--- src/rtl/uart_word_bridge.sv ---
// uart_word_bridge
// Width adapter between a 32-bit core UART port and a byte-wide UART link.
//   TX: accepts one 32-bit word and sends it as four bytes, LSB first.
//   RX: gathers received bytes back into 32-bit words. A partial word is
//       dropped if the link stays idle too long between bytes.
// The two paths are independent and may both be active on the same cycle.
//
// Ports
//   clock, reset       system clock; synchronous active-high reset
//   word_valid/word_in core word offered for transmission
//   word_ready         TX path idle, a word can be accepted
//   tx_byte/tx_start   byte and one-cycle latch strobe to the UART transmitter
//   tx_done            one-cycle pulse from the UART: byte sent
//   tx_word_done       one-cycle pulse: last byte of the word has been sent
//   rx_flag/rx_byte    one-cycle strobe and byte from the UART receiver
//   rx_word_valid      one-cycle pulse: rx_word was just updated
//   rx_word            last complete word, held until the next one completes
//   rx_timeout         one-cycle pulse: a partial word was dropped
//   busy               TX path active or RX holding a partial word
//
// state   | meaning
// TX_IDLE | waiting for a word from the core
// TX_SEND | presenting the current byte with tx_start
// TX_WAIT | byte handed to UART, waiting for tx_done
module uart_word_bridge #(
  parameter int BYTES_PER_WORD = 4,
  parameter int TIMEOUT_CYCLES = 100000
) (
  input  logic        clock,
  input  logic        reset,
  input  logic        word_valid,
  input  logic [31:0] word_in,
  output logic        word_ready,
  output logic [7:0]  tx_byte,
  output logic        tx_start,
  input  logic        tx_done,
  output logic        tx_word_done,
  input  logic        rx_flag,
  input  logic [7:0]  rx_byte,
  output logic        rx_word_valid,
  output logic [31:0] rx_word,
  output logic        rx_timeout,
  output logic        busy
);

  localparam int IDX_W = $clog2(BYTES_PER_WORD);
  localparam logic [IDX_W-1:0] LAST_IDX = IDX_W'(BYTES_PER_WORD - 1);
  // One spare count of headroom so the timer can reach TIMEOUT_CYCLES.
  localparam int TMR_W = $clog2(TIMEOUT_CYCLES + 1);
  localparam logic [TMR_W-1:0] TMR_LAST = TMR_W'(TIMEOUT_CYCLES - 1);

  typedef enum logic [1:0] {
    TX_IDLE = 2'd0,
    TX_SEND = 2'd1,
    TX_WAIT = 2'd2
  } tx_state_e;

  tx_state_e        tx_state_q, tx_state_d;
  logic [31:0]      tx_shift_q, tx_shift_d;
  logic [IDX_W-1:0] tx_idx_q, tx_idx_d;
  logic             tx_word_done_q, tx_word_done_d;
  logic             word_ready_q, word_ready_d;

  logic [IDX_W-1:0] rx_idx_q, rx_idx_d;
  logic [31:0]      rx_acc_q, rx_acc_d;
  logic [31:0]      rx_word_q, rx_word_d;
  logic             rx_word_valid_q, rx_word_valid_d;
  logic             rx_timeout_q, rx_timeout_d;
  logic [TMR_W-1:0] rx_timer_q, rx_timer_d;

  always_comb begin
    tx_state_d     = tx_state_q;
    tx_shift_d     = tx_shift_q;
    tx_idx_d       = tx_idx_q;
    tx_word_done_d = 1'b0;
    case (tx_state_q)
      TX_IDLE: begin
        if (word_valid && word_ready_q) begin
          tx_shift_d = word_in;
          tx_idx_d   = '0;
          tx_state_d = TX_SEND;
        end
      end
      TX_SEND: tx_state_d = TX_WAIT;
      TX_WAIT: begin
        if (tx_done) begin
          if (tx_idx_q == LAST_IDX) begin
            tx_word_done_d = 1'b1;
            tx_state_d     = TX_IDLE;
          end else begin
            tx_shift_d = {8'h00, tx_shift_q[31:8]};
            tx_idx_d   = tx_idx_q + 1'b1;
            tx_state_d = TX_SEND;
          end
        end
      end
      default: tx_state_d = TX_IDLE;
    endcase
    // Registered so it reads 0 during reset and rises together with TX_IDLE.
    word_ready_d = (tx_state_d == TX_IDLE);
  end

  always_comb begin
    rx_idx_d        = rx_idx_q;
    rx_acc_d        = rx_acc_q;
    rx_word_d       = rx_word_q;
    rx_word_valid_d = 1'b0;
    rx_timeout_d    = 1'b0;
    rx_timer_d      = rx_timer_q;
    // A byte always wins over a timer expiring on the same cycle.
    if (rx_flag) begin
      rx_acc_d[8*int'(rx_idx_q) +: 8] = rx_byte;
      rx_timer_d = '0;
      if (rx_idx_q == LAST_IDX) begin
        rx_word_d       = rx_acc_d;
        rx_word_valid_d = 1'b1;
        rx_idx_d        = '0;
      end else begin
        rx_idx_d = rx_idx_q + 1'b1;
      end
    end else if (rx_idx_q != '0) begin
      if (rx_timer_q == TMR_LAST) begin
        rx_idx_d     = '0;
        rx_timer_d   = '0;
        rx_timeout_d = 1'b1;
      end else begin
        rx_timer_d = rx_timer_q + 1'b1;
      end
    end
  end

  always_ff @(posedge clock) begin
    if (reset) begin
      tx_state_q      <= TX_IDLE;
      tx_shift_q      <= '0;
      tx_idx_q        <= '0;
      tx_word_done_q  <= 1'b0;
      word_ready_q    <= 1'b0;
      rx_idx_q        <= '0;
      rx_acc_q        <= '0;
      rx_word_q       <= '0;
      rx_word_valid_q <= 1'b0;
      rx_timeout_q    <= 1'b0;
      rx_timer_q      <= '0;
    end else begin
      tx_state_q      <= tx_state_d;
      tx_shift_q      <= tx_shift_d;
      tx_idx_q        <= tx_idx_d;
      tx_word_done_q  <= tx_word_done_d;
      word_ready_q    <= word_ready_d;
      rx_idx_q        <= rx_idx_d;
      rx_acc_q        <= rx_acc_d;
      rx_word_q       <= rx_word_d;
      rx_word_valid_q <= rx_word_valid_d;
      rx_timeout_q    <= rx_timeout_d;
      rx_timer_q      <= rx_timer_d;
    end
  end

  assign word_ready    = word_ready_q;
  assign tx_byte       = tx_shift_q[7:0];
  assign tx_start      = (tx_state_q == TX_SEND);
  assign tx_word_done  = tx_word_done_q;
  assign rx_word_valid = rx_word_valid_q;
  assign rx_word       = rx_word_q;
  assign rx_timeout    = rx_timeout_q;
  assign busy          = (tx_state_q != TX_IDLE) || (rx_idx_q != '0);

endmodule

--- config.mk ---
export PLATFORM = sky130hd
export DESIGN_NAME = uart_word_bridge
export DESIGN_NICKNAME = d
export VERILOG_FILES = /design/src/rtl/uart_word_bridge.sv
export SDC_FILE = /design/constraint.sdc
export NUM_CORES = 1
export LEC_CHECK = 0
export BUFFER_PORTS_ARGS = -buffer_cell sky130_fd_sc_hd__buf_2
export CAP_MARGIN = 0
export CORE_ASPECT_RATIO = 1.5
export CORE_MARGIN = 4
export CORE_UTILIZATION = 45
export CTS_CLUSTER_SIZE = 12
export DETAILED_ROUTE_END_ITERATION = 6
export GPL_TIMING_DRIVEN = 0
export PLACE_DENSITY_LB_ADDON = 0.05
export RECOVER_POWER = 50
export SLEW_MARGIN = 10
export SYNTH_ARGS = -nofsm -noshare
export SYNTH_HDL_FRONTEND = slang
export SYNTH_SLANG_ARGS = --single-unit
--- constraint.sdc ---
create_clock -name clock -period 2.95 [get_ports clock]
set_input_delay 0.59 -clock clock [delete_from_list [all_inputs] [get_ports clock]]
set_output_delay 0.59 -clock clock [all_outputs]
set_load 0.05 [all_outputs]
==> results of run 1 <==
## path summary, 6_finish.rpt
check	to	start	slack, ps
worst min register to register	tx_shift_q[26]	tx_shift_q[26]	480
worst min-delay path	tx_shift_q[26]	word_in[26]	390
worst max register to register	rx_acc_q[5]	rx_idx_q[0]	410
worst max-delay path	rx_acc_q[5]	rx_idx_q[0]	410
## power breakdown
part           internal, W  switching, W
clock              0.00119      0.000697
combinational     0.000132      0.000293
sequential         0.00173     0.0000399
## synthesized netlist by cell type, drive strengths merged (4+ instances only)
cell	instances	area, um^2
a211oi	10	75.07
a21oi	4	23.77
a221oi	27	236.5
a22o	8	70.07
a22oi	29	217.7
a311oi	24	210.2
and2	6	37.54
buf	15	102.6
clkbuf	37	138.9
dfxtp	123	2462
ha	8	100.1
inv	8	30.03
nand2	57	216.5
nand3	5	30.03
nand3b	5	37.54
nand4	5	31.28
nor2	114	427.9
nor2b	4	25.02
nor3	29	145.1
nor4	7	43.79
o21ai	4	20.02
or3	4	25.02
xnor2	10	87.58
xor2	4	35.03
## flip-flops by register name, indices dropped and copies added, names as in the netlist
signal / count
tx_word_done: 1
rx_idx_q: 2
rx_timeout: 1
rx_acc_q: 32
word_ready: 1
rx_word: 32
rx_timer_q: 17
tx_shift_q: 32
tx_idx_q: 2
rx_word_valid: 1
tx_state_q: 2
## worst max-delay path, delay by kind of cell, from the launching register on
kind	cells	cell delay (ps)
compound gates	1	120
fa+ha+maj	1	380
buf+inv	3	830
flops	1	440
simple gates	3	690
## routing by layer
metal | vias up | global-route usage [%]
met4 | 0 | 7.068
met5 | - | 0
li1 | 2237 | -
met2 | 116 | 37.68
met1 | 2138 | 24.31
met3 | 16 | 4.645
## cell type report
class,instances,area (um^2)
inverter,8,30.03
sequential,123,2462
clock inverter,8,70.07
multi-input combinational,383,2268
fill,1075,4677
tap,144,180.2
clock buffer,23,467.9
buffer,52,237.7
timing repair buffer,85,369.1
## cell families after synthesis
kind of cell / share of synthesized area (%)
compound gates: 18.09
buf+inv: 5.415
flops: 49.11
mux: 0.3993
simple gates: 22.54
xor+xnor: 2.446
fa+ha+maj: 1.997
## metrics by stage
stage	cell area, um^2	setup WS (ps)	hold WS, ps
finish	6086	407.8	390.9
global route	6086	134.1	388.6
CTS	6157	409.2	379.6
detailed placement	5619	435.8	469.8
global placement	5619	519.5	462.7
floorplan	5014	912.3	449.2
==> summary.txt, run 1 <==
Outcome
  • Status: completed

Clock tree
  • Clock Tree Buf Depth: 2
  • TritonCTS clock tree: built
  • Worst skew pair latency: 410 ps
  • Htree depth: 4
  • Clock transition at path regs: ~50 ps
  • CTS buffer count: 17
  • Hold_buf cts: 0
  • Clock Sinks: 123
  • Setup Buffers After CTS: 0
  • PostCTS Resize Cnt: 0
  • CTS root buf: clkbuf_16

GRT
  • Gr ovfl total: 0
  • Largest net degree at the start of global routing: 17
  • GR Util All Layers: a little over a fifth
  • Initial antenna violation count: 0
  • Global-route wire length before repair: 21,200 um
  • Vias in the first global route: ~4,400

Routing
  • Met3 wire length: around 610 um
  • Top Layer Used: met4
  • Post-route antenna net violation count: 0
  • DR pass1 iterations: 5
  • DR WL/cell: about 16 um
  • DR iter-0 viols: 231
  • # DRC: 0
  • Vias per inst: around 5.5
  • Met1 Wirelength: around 5300 um
  • DRT Wirelength: approximately 13,000 um
  • Met2 wire len: around 6900 um
  • Via Count: around 4,500

STA
  • RSZ-0062 raised after global routing: no
  • Worst Max-Slew Pin Slew: between 900 and 1000 ps
  • Clock Skew: 4.764 ps
  • Max Freq: 0.3934 GHz
  • Relative slew slack: 38.23%
  • Setup violators final: 0
  • Final min period: roughly 2500 ps
  • Tcrit/Tclk final: between 80% and 90%
  • Setup_tns: 0 ps
  • Final hold viol count: 0
  • Pins Over Slew Limit: 0

Placement
  • PortBufs: 85
  • Placed cells: ~800
  • GPL Wtd Cong: roughly 0.83
  • Detailed Place HPWL: 9481 um

Floorplanning
  • Core area: approximately 0.011 mm^2
  • # rows: 46
  • Die area: around 0.013 mm^2
  • Starting Density: between 40% and 50%
  • DIE HEIGHT: roughly 140 um
  • IO Pins: 91
  • Chip Width: 94.18 um

Critical path
  • Worst Path Required: between 3000 and 4000 ps
  • Reg2Reg Depth: 8
  • Startpoint class of the critical path: flop
  • Worst setup EP type: flop
  • Setup Crit Path Kind: reg2reg
  • Critical path arrival: between 2000 and 3000 ps
  • Crit-path cells: inv_1, ha_1, nor4bb_1, clkbuf_1, and2_1, clkbuf_1, a22oi_1, nor2_1
  • Crit-path max cell delay: about 440 ps
  • Crit-path slowest cell: dfxtp_1
  • Most frequent CP cell: clkbuf_1
  • CP max FO: 9

Synth
  • Synth async-reset ratio: 0%
  • Synth Register Bits: 123
  • Gate Count Post-Synth: approximately 570
  • Post-synth EDFFs: 0
  • Seq/Total Area, Yosys: about half
  • Net count after synthesis: approximately 620
  • Synthesized area: between 0.005 and 0.006 mm^2
  • Syn avg cell area: 8.858 um^2
  • Primary FF master, synth: dfxtp_1
  • Synth cell types: 44
  • Yosys warnings: 0

Final layout
  • Nets@finish: about 720
  • Fin util: 56.55%
  • Fraction of layout instances using a drive strength above 1: about an eighth
  • Commonest non-fill, non-tap cell in the layout: dfxtp_1
  • Post-Layout Cell Count: slightly above 800
  • Most frequent cells in the layout: dfxtp_1 (123), nor2_1 (114), clkbuf_1 (87)
  • Number of antenna diodes: 0
  • Synth-to-Final Area Change: 21.39%

Worst hold path
  • Worst Hold Depth: 2
  • Worst hold path type: in2reg

Power
  • Pwr Density: approximately 670 mW/mm^2
  • Tot Pwr: just over 0.004 W
  • VDD IR max: between 0.3 and 0.4 mV
  • Leakage: ~2.2 nW

Run
  • Max-Cap Viols: 0
Note: power is estimated with default switching activity, not from simulation.
==> run 2, diff against run 1 <==
Settings changed: CTS_BUF_LIST from default to sky130_fd_sc_hd__clkbuf_16, PLACE_DENSITY from default to 0.67, PLACE_DENSITY_LB_ADDON 0.05 to default.
==> summary.txt, run 2 (synthesized netlist as in run 1, its figures left out) <==
Clock tree
  • Worst skew pair latency: 410 ps (about the same)
  • Clock Tree Buf Depth: 2 (unchanged)
  • Clock transition at path regs: 50 ps (about the same)
  • TritonCTS clock tree: built
  • PostCTS Resize Cnt: 0 (unchanged)
  • Setup Buffers After CTS: 0 (unchanged)
  • Clock Sinks: 123 (unchanged)
  • CTS buffer count: 17 (unchanged)
  • CTS root buf: clkbuf_16
  • Htree depth: 4 (unchanged)
  • Hold_buf cts: 0 (unchanged)

Floorplanning
  • Core area: 0.01076 mm^2 (unchanged)
  • # rows: 46 (unchanged)
  • DIE HEIGHT: 137.3 um (unchanged)
  • Starting Density: 46.58% (unchanged)
  • Chip Width: 94.18 um (unchanged)
  • IO Pins: 91 (unchanged)
  • Die area: 0.01293 mm^2 (unchanged)

Power
  • P_int: 0.003168 W (+3.9%)
  • Seq pwr share: 41.9% (-1.5 points)
  • Leakage: 2.235 nW (+0.81%)
  • VDD IR max: 0.4462 mV (+14%)
  • NetSw: 0.001052 W (+2.1%)
  • Switch share: 24.92% (-0.32 points)
  • Pwr Density: 688.1 mW/mm^2 (+2.7%)
  • Combinational power share: 10.0% (-0.4 points)
  • Clock power share: 48.1% (+1.9 points)

GRT
  • Largest net degree at the start of global routing: 17 (unchanged)
  • Vias in the first global route: 4,306 (-2.6%)
  • Global-route wire length before repair: 20,470 um (-3.4%)
  • Initial antenna violation count: 0 (unchanged)
  • Gr ovfl total: 0 (unchanged)
  • GR Util All Layers: 20.45% (-0.50 points)

STA
  • Setup violators final: 0 (unchanged)
  • Relative slew slack: 38.27% (+0.042 points)
  • Pins Over Slew Limit: 0 (unchanged)
  • Worst Max-Slew Pin Slew: 915.9 ps (-0.6232 ps)
  • Tcrit/Tclk final: 86.48% (+0.31 points)
  • Final min period: 2551 ps (+9.032 ps)
  • Clock Skew: 7.669 ps (+2.905 ps)
  • Final hold viol count: 0 (unchanged)
  • Max Freq: 0.3920 GHz (-0.35%)
  • RSZ-0062 raised after global routing: no
  • Setup_tns: 0 ps (unchanged)

Placement
  • Placed cell areas: 0.005619 mm^2 (unchanged)
  • GPL Wtd Cong: 0.8419 (+1.8%)
  • Detailed Place HPWL: 9509 um (+0.29%)
  • PortBufs: 85 (unchanged)

Final layout
  • Number of antenna diodes: 0 (unchanged)
  • Count of filler cells inserted in the layout: 1,043 (-3.0%)
  • Commonest non-fill, non-tap cell in the layout: dfxtp_1
  • Most frequent cells in the layout: dfxtp_1 (123), nor2_1 (114), clkbuf_1 (83)
  • Fraction of layout instances using a drive strength above 1: 12.74% (+0.13 points)
  • Post-route cell area: 0.006132 mm^2 (+0.76%)
  • Nets@finish: 723 (unchanged)
  • Synth-to-Final Area Change: 22.31%
  • FF/Latch Area: 0.002462 mm^2 (unchanged)
  • Footprint of the multi-input gates: 0.002268 mm^2 (unchanged)

Critical path
  • Crit-path max cell delay: 460 ps (+20 ps)
  • Cell class contributing the biggest share of worst-path delay: buffers and inverters
  • Critical path arrival: 2890 ps (about the same)
  • Most frequent CP cell: clkbuf_1
  • Worst Path Required: 3290 ps (about the same)
  • Crit-path slowest cell: nor4bb_1
  • CP max FO: 9 (unchanged)
  • Worst setup EP type: flop
  • CP bufs+invs: 3 (unchanged)
  • Crit-path cells: inv_1, ha_1, nor4bb_1, clkbuf_1, and2_1, clkbuf_1, a22oi_1, nor2_1
  • Startpoint class of the critical path: flop
  • Setup Crit Path Kind: reg2reg

Routing
  • DR WL/cell: 15.58 um (-1.5%)
  • DR pass1 iterations: 4 (-1)
  • DR iter-0 viols: 249 (+7.8%)
  • # DRC: 0 (unchanged)
  • Via Count: 4,498 (-0.20%)
  • DRT Wirelength: 12,890 um (-1.4%)
  • Vias per inst: 5.439 (-0.32%)
  • Post-route antenna net violation count: 0 (unchanged)

Run
  • Max-Cap Viols: 0 (unchanged)

Worst hold path
  • Worst hold path type: in2reg

Outcome
  • Status: completed
## run 2: cell types whose count changed in the layout (fill, tap and decap cells not counted), sizes merged
cell	previous run	this run
clkbuf	106	100
bufinv	1	3
clkinvlp	2	4
inv	8	10
clkinv	5	6
## run 2: area by class of cell
type / count / area share [%]
clock buffer: 17 / 6.937
multi-input combinational: 383 / 36.99
clock inverter: 15 / 2.591
inverter: 8 / 0.4897
buffer: 52 / 3.877
tap: 144 / 2.938
sequential: 123 / 40.16
timing repair buffer: 85 / 6.019
## run 2: final timing paths
check / from / end / slack, ps / cells after the start
min: word_in[29] / tx_shift_q[29] / 390 / 2
min reg2reg: tx_shift_q[11] / tx_shift_q[3] / 480 / 2
max: rx_idx_q[0] / rx_acc_q[6] / 400 / 8
max reg2reg: rx_idx_q[0] / rx_acc_q[6] / 400 / 8
## run 2: through the flow
step	cells	worst slack, ps	power [W]	utilization (%)	hold slack [ps]
final	827	398.8	0.004220	56.98	388.3
after detailed placement	795	417.6	0.002236	52.21	470.9
after floorplan	566	912.3	0.002102	-	449.2
after global routing	827	107.9	0.004387	56.98	380.1
after global placement	795	519.2	0.002225	52.21	468.0
after CTS	827	431.1	0.004262	57.64	373.1
## run 2: worst register-to-register path, cell delays in order, from the launching register on
cell and delay, ps:
dfxtp_1 430, inv_1 150, ha_1 380, nor4bb_1 460
clkbuf_1 380, and2_1 180, clkbuf_1 280, a22oi_1 120
nor2_1 100
## run 2: layer usage
| layer | global-route usage, % | up-vias | wire [um] |
|---|---|---|---|
| li1 | - | 2235 | - |
| met1 | 22.59 | 2099 | 5124 |
| met2 | 36.37 | 136 | 6696 |
| met3 | 5.301 | 28 | 720 |
| met4 | 9.237 | 0 | 343 |
| met5 | 0 | - | 0 |
## run 2: power groups by stage
stage | Combinational (W) | Sequential, W | Clock, W
floorplan | 0.000281 | 0.00182 | 0
global route | 0.000467 | 0.00177 | 0.00215
detailed placement | 0.000433 | 0.00180 | 0
global placement | 0.000426 | 0.00180 | 0
finish | 0.000423 | 0.00177 | 0.00203
CTS | 0.000435 | 0.00177 | 0.00206
==> run 3, diff against run 2 <==
Settings changed: BUFFER_PORTS_ARGS -buffer_cell sky130_fd_sc_hd__buf_2 to default, DONT_BUFFER_PORTS from default to 1, PLACE_DENSITY 0.67 to default.
==> summary.txt, run 3 (synthesized netlist as in run 1, its figures left out) <==
Placement
  • GPL Wtd Cong: 0.8938 (+6.2%)
  • Placed cell areas: 0.005194 mm^2 (-7.6%)
  • Detailed Place HPWL: 9304 um (-2.1%)
  • PortBufs: 0 (-100%)

Clock tree
  • Hold_buf cts: 0 (unchanged)
  • Clock Tree Buf Depth: 2 (unchanged)
  • PostCTS Resize Cnt: 0 (unchanged)
  • Htree depth: 4 (unchanged)
  • TritonCTS clock tree: built
  • Worst skew pair latency: 410 ps (about the same)
  • Clock Sinks: 123 (unchanged)
  • CTS buffer count: 17 (unchanged)
  • Clock transition at path regs: 50 ps (about the same)
  • CTS root buf: clkbuf_16
  • Setup Buffers After CTS: 0 (unchanged)

Final layout
  • Most frequent cells in the layout: dfxtp_1 (123), nor2_1 (114), nand2_1 (56)
  • Synth-to-Final Area Change: 13.95%
  • FF/Latch Area: 0.002462 mm^2 (unchanged)
  • Number of antenna diodes: 0 (unchanged)
  • Count of filler cells inserted in the layout: 1,047 (+0.38%)
  • Fraction of layout instances using a drive strength above 1: 6.040% (-6.7 points)
  • Footprint of the multi-input gates: 0.002268 mm^2 (unchanged)
  • Post-route cell area: 0.005713 mm^2 (-6.8%)
  • Commonest non-fill, non-tap cell in the layout: dfxtp_1
  • Nets@finish: 638 (-12%)

GRT
  • Grt met3 use: 6.339% (+1.0 points)
  • Initial antenna violation count: 0 (unchanged)
  • Global routing's busiest layer: met2
  • Global-route wire length before repair: 21,120 um (+3.2%)
  • Largest net degree at the start of global routing: 17 (unchanged)
  • GRT met2 Usage: 35.31% (-1.1 points)
  • GR Util All Layers: 21.08% (+0.63 points)
  • Vias in the first global route: 4,238 (-1.6%)
  • Gr ovfl total: 0 (unchanged)
  • GR Util met1: 24.93% (+2.3 points)

Routing
  • # DRC: 0 (unchanged)
  • DR WL/cell: 17.59 um (+13%)
  • DRT Wirelength: 13,020 um (+1.0%)
  • Post-route antenna net violation count: 0 (unchanged)
  • Via Count: 4,249 (-5.5%)
  • DR pass1 iterations: 4 (unchanged)
  • Vias per inst: 5.742 (+5.6%)
  • DR iter-0 viols: 222 (-11%)

Floorplanning
  • Starting Density: 46.58% (unchanged)
  • Die area: 0.01293 mm^2 (unchanged)
  • IO Pins: 91 (unchanged)
  • DIE HEIGHT: 137.3 um (unchanged)
  • # rows: 46 (unchanged)
  • Chip Width: 94.18 um (unchanged)
  • Core area: 0.01076 mm^2 (unchanged)

Critical path
  • R2R Setup Slk: 470 ps (+70 ps)
  • Startpoint class of the critical path: flop
  • CP max FO: 9 (unchanged)
  • Cell class contributing the biggest share of worst-path delay: buffers and inverters
  • Reg2Reg Launch Point: rx_idx_q[0]
  • Setup Crit Path Kind: reg2reg
  • Worst Path Required: 3290 ps (about the same)
  • Crit-path max cell delay: 440 ps (-20 ps)
  • Crit-path slowest cell: dfxtp_1
  • Worst setup EP type: flop
  • Crit path launch: rx_idx_q[0]
  • Critical path arrival: 2820 ps (-70 ps)
  • CP bufs+invs: 3 (unchanged)
  • Most frequent CP cell: clkbuf_1
  • Crit-path cells: inv_1, ha_1, nor4bb_1, clkbuf_1, and2_1, clkbuf_1, a22oi_1, nor2_1

STA
  • Setup violators final: 0 (unchanged)
  • Final hold viol count: 0 (unchanged)
  • RSZ-0062 raised after global routing: no
  • Worst Max-Slew Pin Slew: 1030 ps (+114.5 ps)
  • Max Freq: 0.4037 GHz (+3.0%)
  • Clock Skew: 5.646 ps (-2.023 ps)
  • Final min period: 2477 ps (-74.01 ps)
  • Tcrit/Tclk final: 83.97% (-2.5 points)
  • Relative slew slack: 31.16% (-7.1 points)
  • Setup_tns: 0 ps (unchanged)
  • Pins Over Slew Limit: 0 (unchanged)
  • WHS: 306.8 ps (-81.51 ps)

Worst hold path
  • Worst hold path type: in2reg
  • Min-delay src: word_in[26]

Outcome
  • Status: completed

Power
  • Tot Pwr: 0.004134 W (-2.0%)
  • Leakage: 1.991 nW (-11%)
  • VDD IR max: 0.4127 mV (-7.5%)
  • Pwr Density: 723.7 mW/mm^2 (+5.2%)

Run
  • Max-Cap Viols: 0 (unchanged)
[run 3: cell count changes in the layout (fill, tap and decap cells not counted)]
cell / change
buf_2: -41
buf_4: -7
clkbuf_1: -37
clkinv_1: +1
clkinv_2: +1
clkinv_4: -1
clkinvlp_4: -3
[run 3: stage by stage]
step	setup WS (ps)	utilization, %	std cells
after floorplan	912.3	-	566
after detailed placement	447.1	48.26	710
after global placement	547.3	48.26	710
after global routing	266.6	53.08	740
after CTS	429.4	53.48	740
final	472.8	53.08	740
[run 3: area by class of cell]
class | count | area share [%]
plain buffers | 52 | 3.679
clock buffers | 17 | 7.446
clock inverters | 13 | 2.387
inverters | 8 | 0.5256
multi-input cells | 383 | 39.71
flip-flops and latches | 123 | 43.10
well taps | 144 | 3.154
[run 3: path summary, 6_finish.rpt]
kind	to	cells after the start
setup / recovery	rx_acc_q[6]	8
setup reg to reg	rx_acc_q[6]	8
hold reg to reg	tx_shift_q[2]	2
hold / removal	tx_shift_q[26]	1
[run 3: power by group]
part / leakage (nW) / switching (W) / internal (W) / total (W)
clock: 0.283 / 0.000703 / 0.00129 / 0.00200
combinational: 0.710 / 0.000240 / 0.0000981 / 0.000338
sequential: 0.998 / 0.0000711 / 0.00173 / 0.00180
total: 1.99 / 0.00101 / 0.00312 / 0.00413
[run 3: layer usage]
metal  wire length [um]  share of wire (%)  vias to the layer above
met5                  0                  0                        -
met4                269                2.1                        0
met3                834                6.4                       23
met2               6616                 51                      125
met1               5299                 41                     2037
li1                   -                  -                     2064
[run 3: worst register-to-register path, cell delays in order (launching register included)]
cell      delay (ps)
dfxtp_1          440
inv_1            160
ha_1             380
nor4bb_1         360
clkbuf_1         380
and2_1           180
clkbuf_1         290
a22oi_1          110
nor2_1           110
